[src/rtl/cpu_if.sv]
// Instruction fetch and data memory bus between the core and its memories.
interface cpu_if;
   logic [31:0] pc;
   logic [31:0] instruction;
   logic [31:0] memory_address;
   logic [31:0] memory_out;
   logic [31:0] memory_write;
   logic [3:0]  memory_byte_enable;
   logic        memory_we;

   modport master (
      output pc, memory_address, memory_write, memory_byte_enable, memory_we,
      input  instruction, memory_out
   );

   modport slave (
      input  pc, memory_address, memory_write, memory_byte_enable, memory_we,
      output instruction, memory_out
   );
endinterface

[src/rtl/cpu.sv]
// Single-cycle RV32I core: one instruction per clock, halts on EBREAK until reset.
//
// state  | meaning
// S_RUN  | executing one instruction per clock
// S_HALT | EBREAK seen; pc frozen, no register or memory writes until reset
module cpu #(
   parameter logic [31:0] RESET_PC = 32'h0000_0000
) (
   input  logic   clk,
   input  logic   rst_n,
   cpu_if.master  bus,
   output logic   ebreak
);

   localparam logic [6:0] OP_LUI    = 7'b0110111;
   localparam logic [6:0] OP_AUIPC  = 7'b0010111;
   localparam logic [6:0] OP_JAL    = 7'b1101111;
   localparam logic [6:0] OP_JALR   = 7'b1100111;
   localparam logic [6:0] OP_BRANCH = 7'b1100011;
   localparam logic [6:0] OP_LOAD   = 7'b0000011;
   localparam logic [6:0] OP_STORE  = 7'b0100011;
   localparam logic [6:0] OP_IMM    = 7'b0010011;
   localparam logic [6:0] OP_REG    = 7'b0110011;
   localparam logic [31:0] EBREAK_WORD = 32'h0010_0073;

   typedef enum logic {S_RUN, S_HALT} state_t;

   state_t      state_q, state_d;
   logic        exec_en;
   logic [31:0] pc_q;
   logic [31:0] regs [32];

   logic [31:0] instr;
   logic [6:0]  opcode, funct7;
   logic [4:0]  rd, rs1, rs2;
   logic [2:0]  funct3;
   logic [31:0] imm_i, imm_s, imm_b, imm_u, imm_j;
   logic [31:0] rs1_val, rs2_val;
   logic        is_ebreak;

   logic [31:0] ls_addr;
   logic [31:0] lane_word;
   logic [15:0] lane_half;

   logic        rd_we;
   logic [31:0] rd_data;
   logic [31:0] pc_next;
   logic        is_store;
   logic [31:0] mem_addr;
   logic [31:0] store_data;
   logic [3:0]  store_be;
   logic        taken;

   assign instr  = bus.instruction;
   assign opcode = instr[6:0];
   assign rd     = instr[11:7];
   assign funct3 = instr[14:12];
   assign rs1    = instr[19:15];
   assign rs2    = instr[24:20];
   assign funct7 = instr[31:25];

   assign imm_i = {{20{instr[31]}}, instr[31:20]};
   assign imm_s = {{20{instr[31]}}, instr[31:25], instr[11:7]};
   assign imm_b = {{19{instr[31]}}, instr[31], instr[7], instr[30:25], instr[11:8], 1'b0};
   assign imm_u = {instr[31:12], 12'b0};
   assign imm_j = {{11{instr[31]}}, instr[31], instr[19:12], instr[20], instr[30:21], 1'b0};

   assign rs1_val = (rs1 == 5'd0) ? 32'd0 : regs[rs1];
   assign rs2_val = (rs2 == 5'd0) ? 32'd0 : regs[rs2];

   assign is_ebreak = (instr == EBREAK_WORD);

   assign ls_addr   = rs1_val + ((opcode == OP_STORE) ? imm_s : imm_i);
   assign lane_word = bus.memory_out >> {ls_addr[1:0], 3'b000};
   assign lane_half = ls_addr[1] ? bus.memory_out[31:16] : bus.memory_out[15:0];

   // Run/halt state register.
   always_ff @(posedge clk) begin
      if (rst_n) state_q <= S_RUN;
      else       state_q <= state_d;
   end

   // Run/halt transitions; an instruction only commits while running and not EBREAK.
   always_comb begin
      state_d = state_q;
      exec_en = 1'b0;
      case (state_q)
         S_RUN: begin
            if (!rst_n) begin
               if (is_ebreak) state_d = S_HALT;
               else           exec_en = 1'b1;
            end
         end
         S_HALT: state_d = S_HALT;
         default: state_d = S_RUN;
      endcase
   end

   // Decode/execute: writeback value, next pc and memory request.
   always_comb begin
      rd_we      = 1'b0;
      rd_data    = 32'd0;
      pc_next    = pc_q + 32'd4;
      is_store   = 1'b0;
      mem_addr   = 32'd0;
      store_data = 32'd0;
      store_be   = 4'b0000;
      taken      = 1'b0;
      case (opcode)
         OP_LUI: begin
            rd_we   = 1'b1;
            rd_data = imm_u;
         end
         OP_AUIPC: begin
            rd_we   = 1'b1;
            rd_data = pc_q + imm_u;
         end
         OP_JAL: begin
            rd_we   = 1'b1;
            rd_data = pc_q + 32'd4;
            pc_next = pc_q + imm_j;
         end
         OP_JALR: begin
            if (funct3 == 3'd0) begin
               rd_we   = 1'b1;
               rd_data = pc_q + 32'd4;
               pc_next = (rs1_val + imm_i) & ~32'd1;
            end
         end
         OP_BRANCH: begin
            case (funct3)
               3'd0: taken = (rs1_val == rs2_val);
               3'd1: taken = (rs1_val != rs2_val);
               3'd4: taken = ($signed(rs1_val) <  $signed(rs2_val));
               3'd5: taken = ($signed(rs1_val) >= $signed(rs2_val));
               3'd6: taken = (rs1_val <  rs2_val);
               3'd7: taken = (rs1_val >= rs2_val);
               default: taken = 1'b0;
            endcase
            if (taken) pc_next = pc_q + imm_b;
         end
         OP_LOAD: begin
            mem_addr = ls_addr;
            rd_we    = 1'b1;
            case (funct3)
               3'd0: rd_data = {{24{lane_word[7]}}, lane_word[7:0]};
               3'd1: rd_data = {{16{lane_half[15]}}, lane_half};
               3'd2: rd_data = bus.memory_out;
               3'd4: rd_data = {24'd0, lane_word[7:0]};
               3'd5: rd_data = {16'd0, lane_half};
               default: rd_we = 1'b0;
            endcase
         end
         OP_STORE: begin
            mem_addr = ls_addr;
            is_store = 1'b1;
            case (funct3)
               3'd0: begin
                  store_data = {4{rs2_val[7:0]}};
                  store_be   = 4'b0001 << ls_addr[1:0];
               end
               3'd1: begin
                  store_data = {2{rs2_val[15:0]}};
                  store_be   = ls_addr[1] ? 4'b1100 : 4'b0011;
               end
               3'd2: begin
                  store_data = rs2_val;
                  store_be   = 4'b1111;
               end
               default: is_store = 1'b0;
            endcase
         end
         OP_IMM: begin
            rd_we = 1'b1;
            case (funct3)
               3'd0: rd_data = rs1_val + imm_i;
               3'd2: rd_data = {31'd0, $signed(rs1_val) < $signed(imm_i)};
               3'd3: rd_data = {31'd0, rs1_val < imm_i};
               3'd4: rd_data = rs1_val ^ imm_i;
               3'd6: rd_data = rs1_val | imm_i;
               3'd7: rd_data = rs1_val & imm_i;
               3'd1: begin
                  if (funct7 == 7'h00) rd_data = rs1_val << rs2;
                  else                 rd_we   = 1'b0;
               end
               3'd5: begin
                  if (funct7 == 7'h00)      rd_data = rs1_val >> rs2;
                  else if (funct7 == 7'h20) rd_data = 32'($signed(rs1_val) >>> rs2);
                  else                      rd_we   = 1'b0;
               end
               default: rd_we = 1'b0;
            endcase
         end
         OP_REG: begin
            rd_we = 1'b1;
            case ({funct7, funct3})
               {7'h00, 3'd0}: rd_data = rs1_val + rs2_val;
               {7'h20, 3'd0}: rd_data = rs1_val - rs2_val;
               {7'h00, 3'd1}: rd_data = rs1_val << rs2_val[4:0];
               {7'h00, 3'd2}: rd_data = {31'd0, $signed(rs1_val) < $signed(rs2_val)};
               {7'h00, 3'd3}: rd_data = {31'd0, rs1_val < rs2_val};
               {7'h00, 3'd4}: rd_data = rs1_val ^ rs2_val;
               {7'h00, 3'd5}: rd_data = rs1_val >> rs2_val[4:0];
               {7'h20, 3'd5}: rd_data = 32'($signed(rs1_val) >>> rs2_val[4:0]);
               {7'h00, 3'd6}: rd_data = rs1_val | rs2_val;
               {7'h00, 3'd7}: rd_data = rs1_val & rs2_val;
               default:       rd_we   = 1'b0;
            endcase
         end
         default: rd_we = 1'b0;
      endcase
   end

   // Program counter: holds while halted or on EBREAK.
   always_ff @(posedge clk) begin
      if (rst_n)        pc_q <= RESET_PC;
      else if (exec_en) pc_q <= pc_next;
   end

   // Register file write port; x0 is never written.
   always_ff @(posedge clk) begin
      if (rst_n) begin
         for (int i = 0; i < 32; i++) regs[i] <= 32'd0;
      end else if (exec_en && rd_we && (rd != 5'd0)) begin
         regs[rd] <= rd_data;
      end
   end

   assign bus.pc                 = pc_q;
   assign bus.memory_address     = mem_addr;
   assign bus.memory_write       = store_data;
   assign bus.memory_we          = exec_en & is_store;
   assign bus.memory_byte_enable = (exec_en & is_store) ? store_be : 4'b0000;
   assign ebreak                 = is_ebreak & ~rst_n;

endmodule

[src/flat_wrapper.sv]
// flat-port wrapper written by rule: the top's interface ports become plain ports
module cpu_flat 
#(
   parameter logic [31:0] RESET_PC = 32'h0000_0000
)
  (clk, rst_n, ebreak, bus_pc, bus_memory_address, bus_memory_write, bus_memory_byte_enable, bus_memory_we, bus_instruction, bus_memory_out);
  cpu_if bus_i ();
  input  logic clk;
  input  logic rst_n;
  output logic ebreak;
  output wire logic [$bits(bus_i.pc)-1:0] bus_pc;
  output wire logic [$bits(bus_i.memory_address)-1:0] bus_memory_address;
  output wire logic [$bits(bus_i.memory_write)-1:0] bus_memory_write;
  output wire logic [$bits(bus_i.memory_byte_enable)-1:0] bus_memory_byte_enable;
  output wire logic [$bits(bus_i.memory_we)-1:0] bus_memory_we;
  input wire logic [$bits(bus_i.instruction)-1:0] bus_instruction;
  input wire logic [$bits(bus_i.memory_out)-1:0] bus_memory_out;
  assign bus_pc = bus_i.pc;
  assign bus_memory_address = bus_i.memory_address;
  assign bus_memory_write = bus_i.memory_write;
  assign bus_memory_byte_enable = bus_i.memory_byte_enable;
  assign bus_memory_we = bus_i.memory_we;
  assign bus_i.instruction = bus_instruction;
  assign bus_i.memory_out = bus_memory_out;
  cpu #(.RESET_PC(RESET_PC)) u_core (.clk(clk), .rst_n(rst_n), .bus(bus_i), .ebreak(ebreak));
endmodule
[config.mk]
export PLATFORM = sky130hd
export DESIGN_NAME = cpu_flat
export DESIGN_NICKNAME = d
export VERILOG_FILES = /design/src/rtl/cpu_if.sv /design/src/rtl/cpu.sv /design/src/flat_wrapper.sv
export SDC_FILE = /design/constraint.sdc
export NUM_CORES = 2
export LEC_CHECK = 0
export CAP_MARGIN = 20
export CORE_MARGIN = 4
export CORE_UTILIZATION = 49
export CTS_CLUSTER_DIAMETER = 200
export DETAILED_ROUTE_END_ITERATION = 10
export PLACE_DENSITY = 0.65
export SYNTH_ARGS = -nofsm -noshare
export SYNTH_HDL_FRONTEND = slang
export SYNTH_SLANG_ARGS = --single-unit
[constraint.sdc]
create_clock -name clk -period 28.4 [get_ports clk]
set_clock_uncertainty 0.15 [all_clocks]
set_input_delay 5.68 -clock clk [delete_from_list [all_inputs] [get_ports clk]]
set_output_delay 5.68 -clock clk [all_outputs]
set_load 0.01 [all_outputs]
==> flow_summary.json <==
{
  "antenna_found_initial": 22,
  "cts_hold_buffers": 0,
  "critPathMaxFanout": 68,
  "finalMaxSlewViolations": 0,
  "grt_use_met3": 0.160,
  "met2_usage": 0.701,
  "pwr_density_cell_mw_per_mm2": 52.0,
  "cts.reportedPaths.clkPinSlew_ns": 0.07,
  "dp_cells": 9798,
  "max_clock_freq_ghz": 0.0510,
  "overflow": 0,
  "startpoint_type": "input pin",
  "cts_tree": "built",
  "root_buffer": "clkbuf_16",
  "placed_area_mm2": 0.0840,
  "h-tree-depth": 3,
  "synthMuxAreaShare": 0.184,
  "ys_ff_latch": 1056,
  "fin_crit_sh": 0.690,
  "num_vias": 76075,
  "clkLatencyLatePin_ns": 0.78,
  "syn_inst": 7852,
  "coreArea_mm2": 0.161,
  "grt_pass1_vias": 72165,
  "area_growth_pct": 9.73,
  "synth_area_leaders": "edfxtp_1 (38%), mux4_2 (13%), nor2_1 (6.3%)",
  "synth.yosys.seq_area_share": 0.393,
  "synth_fa_ha_area_frac": 0.0422,
  "cp-end-kind": "primary output",
  "finalHoldViolations": 0,
  "die-area_mm2": 0.170,
  "final_nets": 8097,
  "synth_compound_area_frac": 0.170,
  "cts.sinks": 1056,
  "io_buffers": 166,
  "layout_commonest_cell": "nor2_1",
  "grt_max_degree": 88,
  "layout_common_cells": "nor2_1 (1328), edfxtp_1 (1024), a21oi_1 (552)",
  "rsz0062_at_grt": "no",
  "outcome": "complete, no violations",
  "fin_cells": 10026,
  "wire_per_inst_um": 41.9,
  "drtIter0Drc": 14017,
  "setup_violations": 0,
  "pre_cts_ws_ns": 9.00,
  "synth_simple_gate_area_frac": 0.143,
  "ir_drop_v": 0.0000522,
  "finalPower_w": 0.00456,
  "critPathKind": "input pin to primary output",
  "cap_viol_max_count": 0,
  "hp-class": "flop to flop",
  "place.gp.congestion": 1.11,
  "ys_warn_count": 0,
  "io_pins": 168,
  "cts-resized-gates": 0,
  "async_flop_share": 0,
  "final_area_mm2": 0.0877,
  "drive_gt1_frac": 0.167,
  "wl_um": 420000,
  "period_needed_ns": 19.60,
  "ant_nets": 0,
  "synth.top_cell.area_share": 0.385,
  "layout_setup_ws_ns": 8.80,
  "viasPerCell": 7.59,
  "cts_setup_buffers": 0,
  "synth_top_family_by_area": "multiplexers",
  "met1_usage": 0.596,
  "track_usage": 0.484,
  "die_w_um": 412,
  "drtPass1Iterations": 9,
  "drc": 0,
  "ys.flop_type": "edfxtp_1",
  "syn_avg_cell_area_um2": 10.2,
  "synth_largest_area_cell": "edfxtp_1",
  "cp.required_ns": 22.57,
  "power_leakage_nw": 30.6,
  "synth_xor_area_frac": 0.0169,
  "grt_pass1_wl_um": 577000,
  "busiest_layer": "met2",
  "synth_edf_count": 1024,
  "synth.distinct_cells": 119,
  "setup_tns_ns": 0,
  "worstMarginPinSlew_ns": 1.33,
  "initial_core_util": 0.495,
  "die_y_um": 412,
  "netlist_area_mm2": 0.0799,
  "cts_buffers": 109,
  "slew_headroom": 0.110,
  "clk_path_buf_depth": 3,
  "hpwl_um": 290000,
  "arrival_ns": 13.77,
  "rows": 147
}
synth_stat cells (99+ instances only):
cell type  count
o22ai_1      127
nand3_1      137
mux2i_1      298
a22oi_1      136
nor2_1      1337
nand2_1      527
ha_1         258
nor3_1       129
edfxtp_1    1024
nand4_1       99
xnor2_1      109
a21oi_1      554
inv_1        164
clkbuf_1     406
buf_2        160
mux4_2       462
o21ai_0      301
state kept, by name, indices dropped and copies added, names as in the netlist:
name,flops
u_core.regs,1024
u_core.bus.pc,31
u_core.state_q,1
kinds of logic (layout without fill, tap and decap cells):
| logic type | Yosys count | after routing |
|---|---|---|
| compound gates | 2007 | 2007 |
| xor+xnor | 154 | 154 |
| fa+ha+maj | 265 | 265 |
| buf+inv | 905 | 876 |
| flops | 1056 | 1056 |
| mux | 870 | 870 |
| other cells | 1 | 44 |
| simple gates | 2594 | 2594 |
area by class of cell:
type,count,area (um2)
fill,14251,73600
multi-input combinational,5923,45200
sequential,1056,31400
timing repair buffer,487,4170
clock buffer,134,2820
tap,2160,2700
inverter,189,718
clock inverter,66,608
antenna,11,27.5
critical path: stages:
cell             delay, ns
buf_8                 0.54
buf_4                 0.83
buf_4                 0.74
buf_4                 0.78
mux4_2                0.60
a22oi_1               0.21
nand4_1               0.29
nand2_2               0.44
nor2_1                0.07
buf_4                 0.22
ha_1                  0.64
inv_1                 0.12
a21oi_1               0.16
o21bai_1              0.07
a21oi_1               0.54
o21ai_0               0.27
a211oi_1              0.30
o21ai_0               0.19
xor2_1                0.18
nor2_1                0.13
clkdlybuf4s50_1       0.56
per-stage QoR:
stage / hold WS [ns] / util
6_report: 0.510 / 0.544
3_5_place_dp: 0.484 / 0.521
2_1_floorplan: 0.414 / -
4_1_cts: 0.494 / 0.542
3_3_place_gp: 0.472 / 0.521
5_1_grt: 0.544 / 0.543
worst paths after layout:
| check | start | endpoint | slack, ns | depth (start not counted) |
|---|---|---|---|---|
| hold reg to reg | u_core.bus.pc[29] | u_core.bus.pc[29] | 0.51 | 2 |
| setup / recovery | bus_instruction[15] | bus_memory_address[29] | 8.80 | 21 |
| setup reg to reg | u_core.regs[29][0] | u_core.regs[24][7] | 20.26 | 22 |
| hold / removal | u_core.bus.pc[29] | u_core.bus.pc[29] | 0.51 | 2 |
power by group:
group	leakage, nW	total [W]	internal (W)	switching, W
combinational	18.0	0.00135	0.000405	0.000950
clock	1.67	0.00142	0.000779	0.000639
sequential	10.9	0.00179	0.00176	0.0000315
per-layer routing:
metal	up-vias	wire length [um]	part of all wire
met5	-	106	0.00025
met3	1875	59500	0.14
met4	16	42000	0.10
li1	29838	-	-
met1	37239	143000	0.34
met2	7107	175000	0.42
No activity file was read; power rests on OpenSTA's default activity.
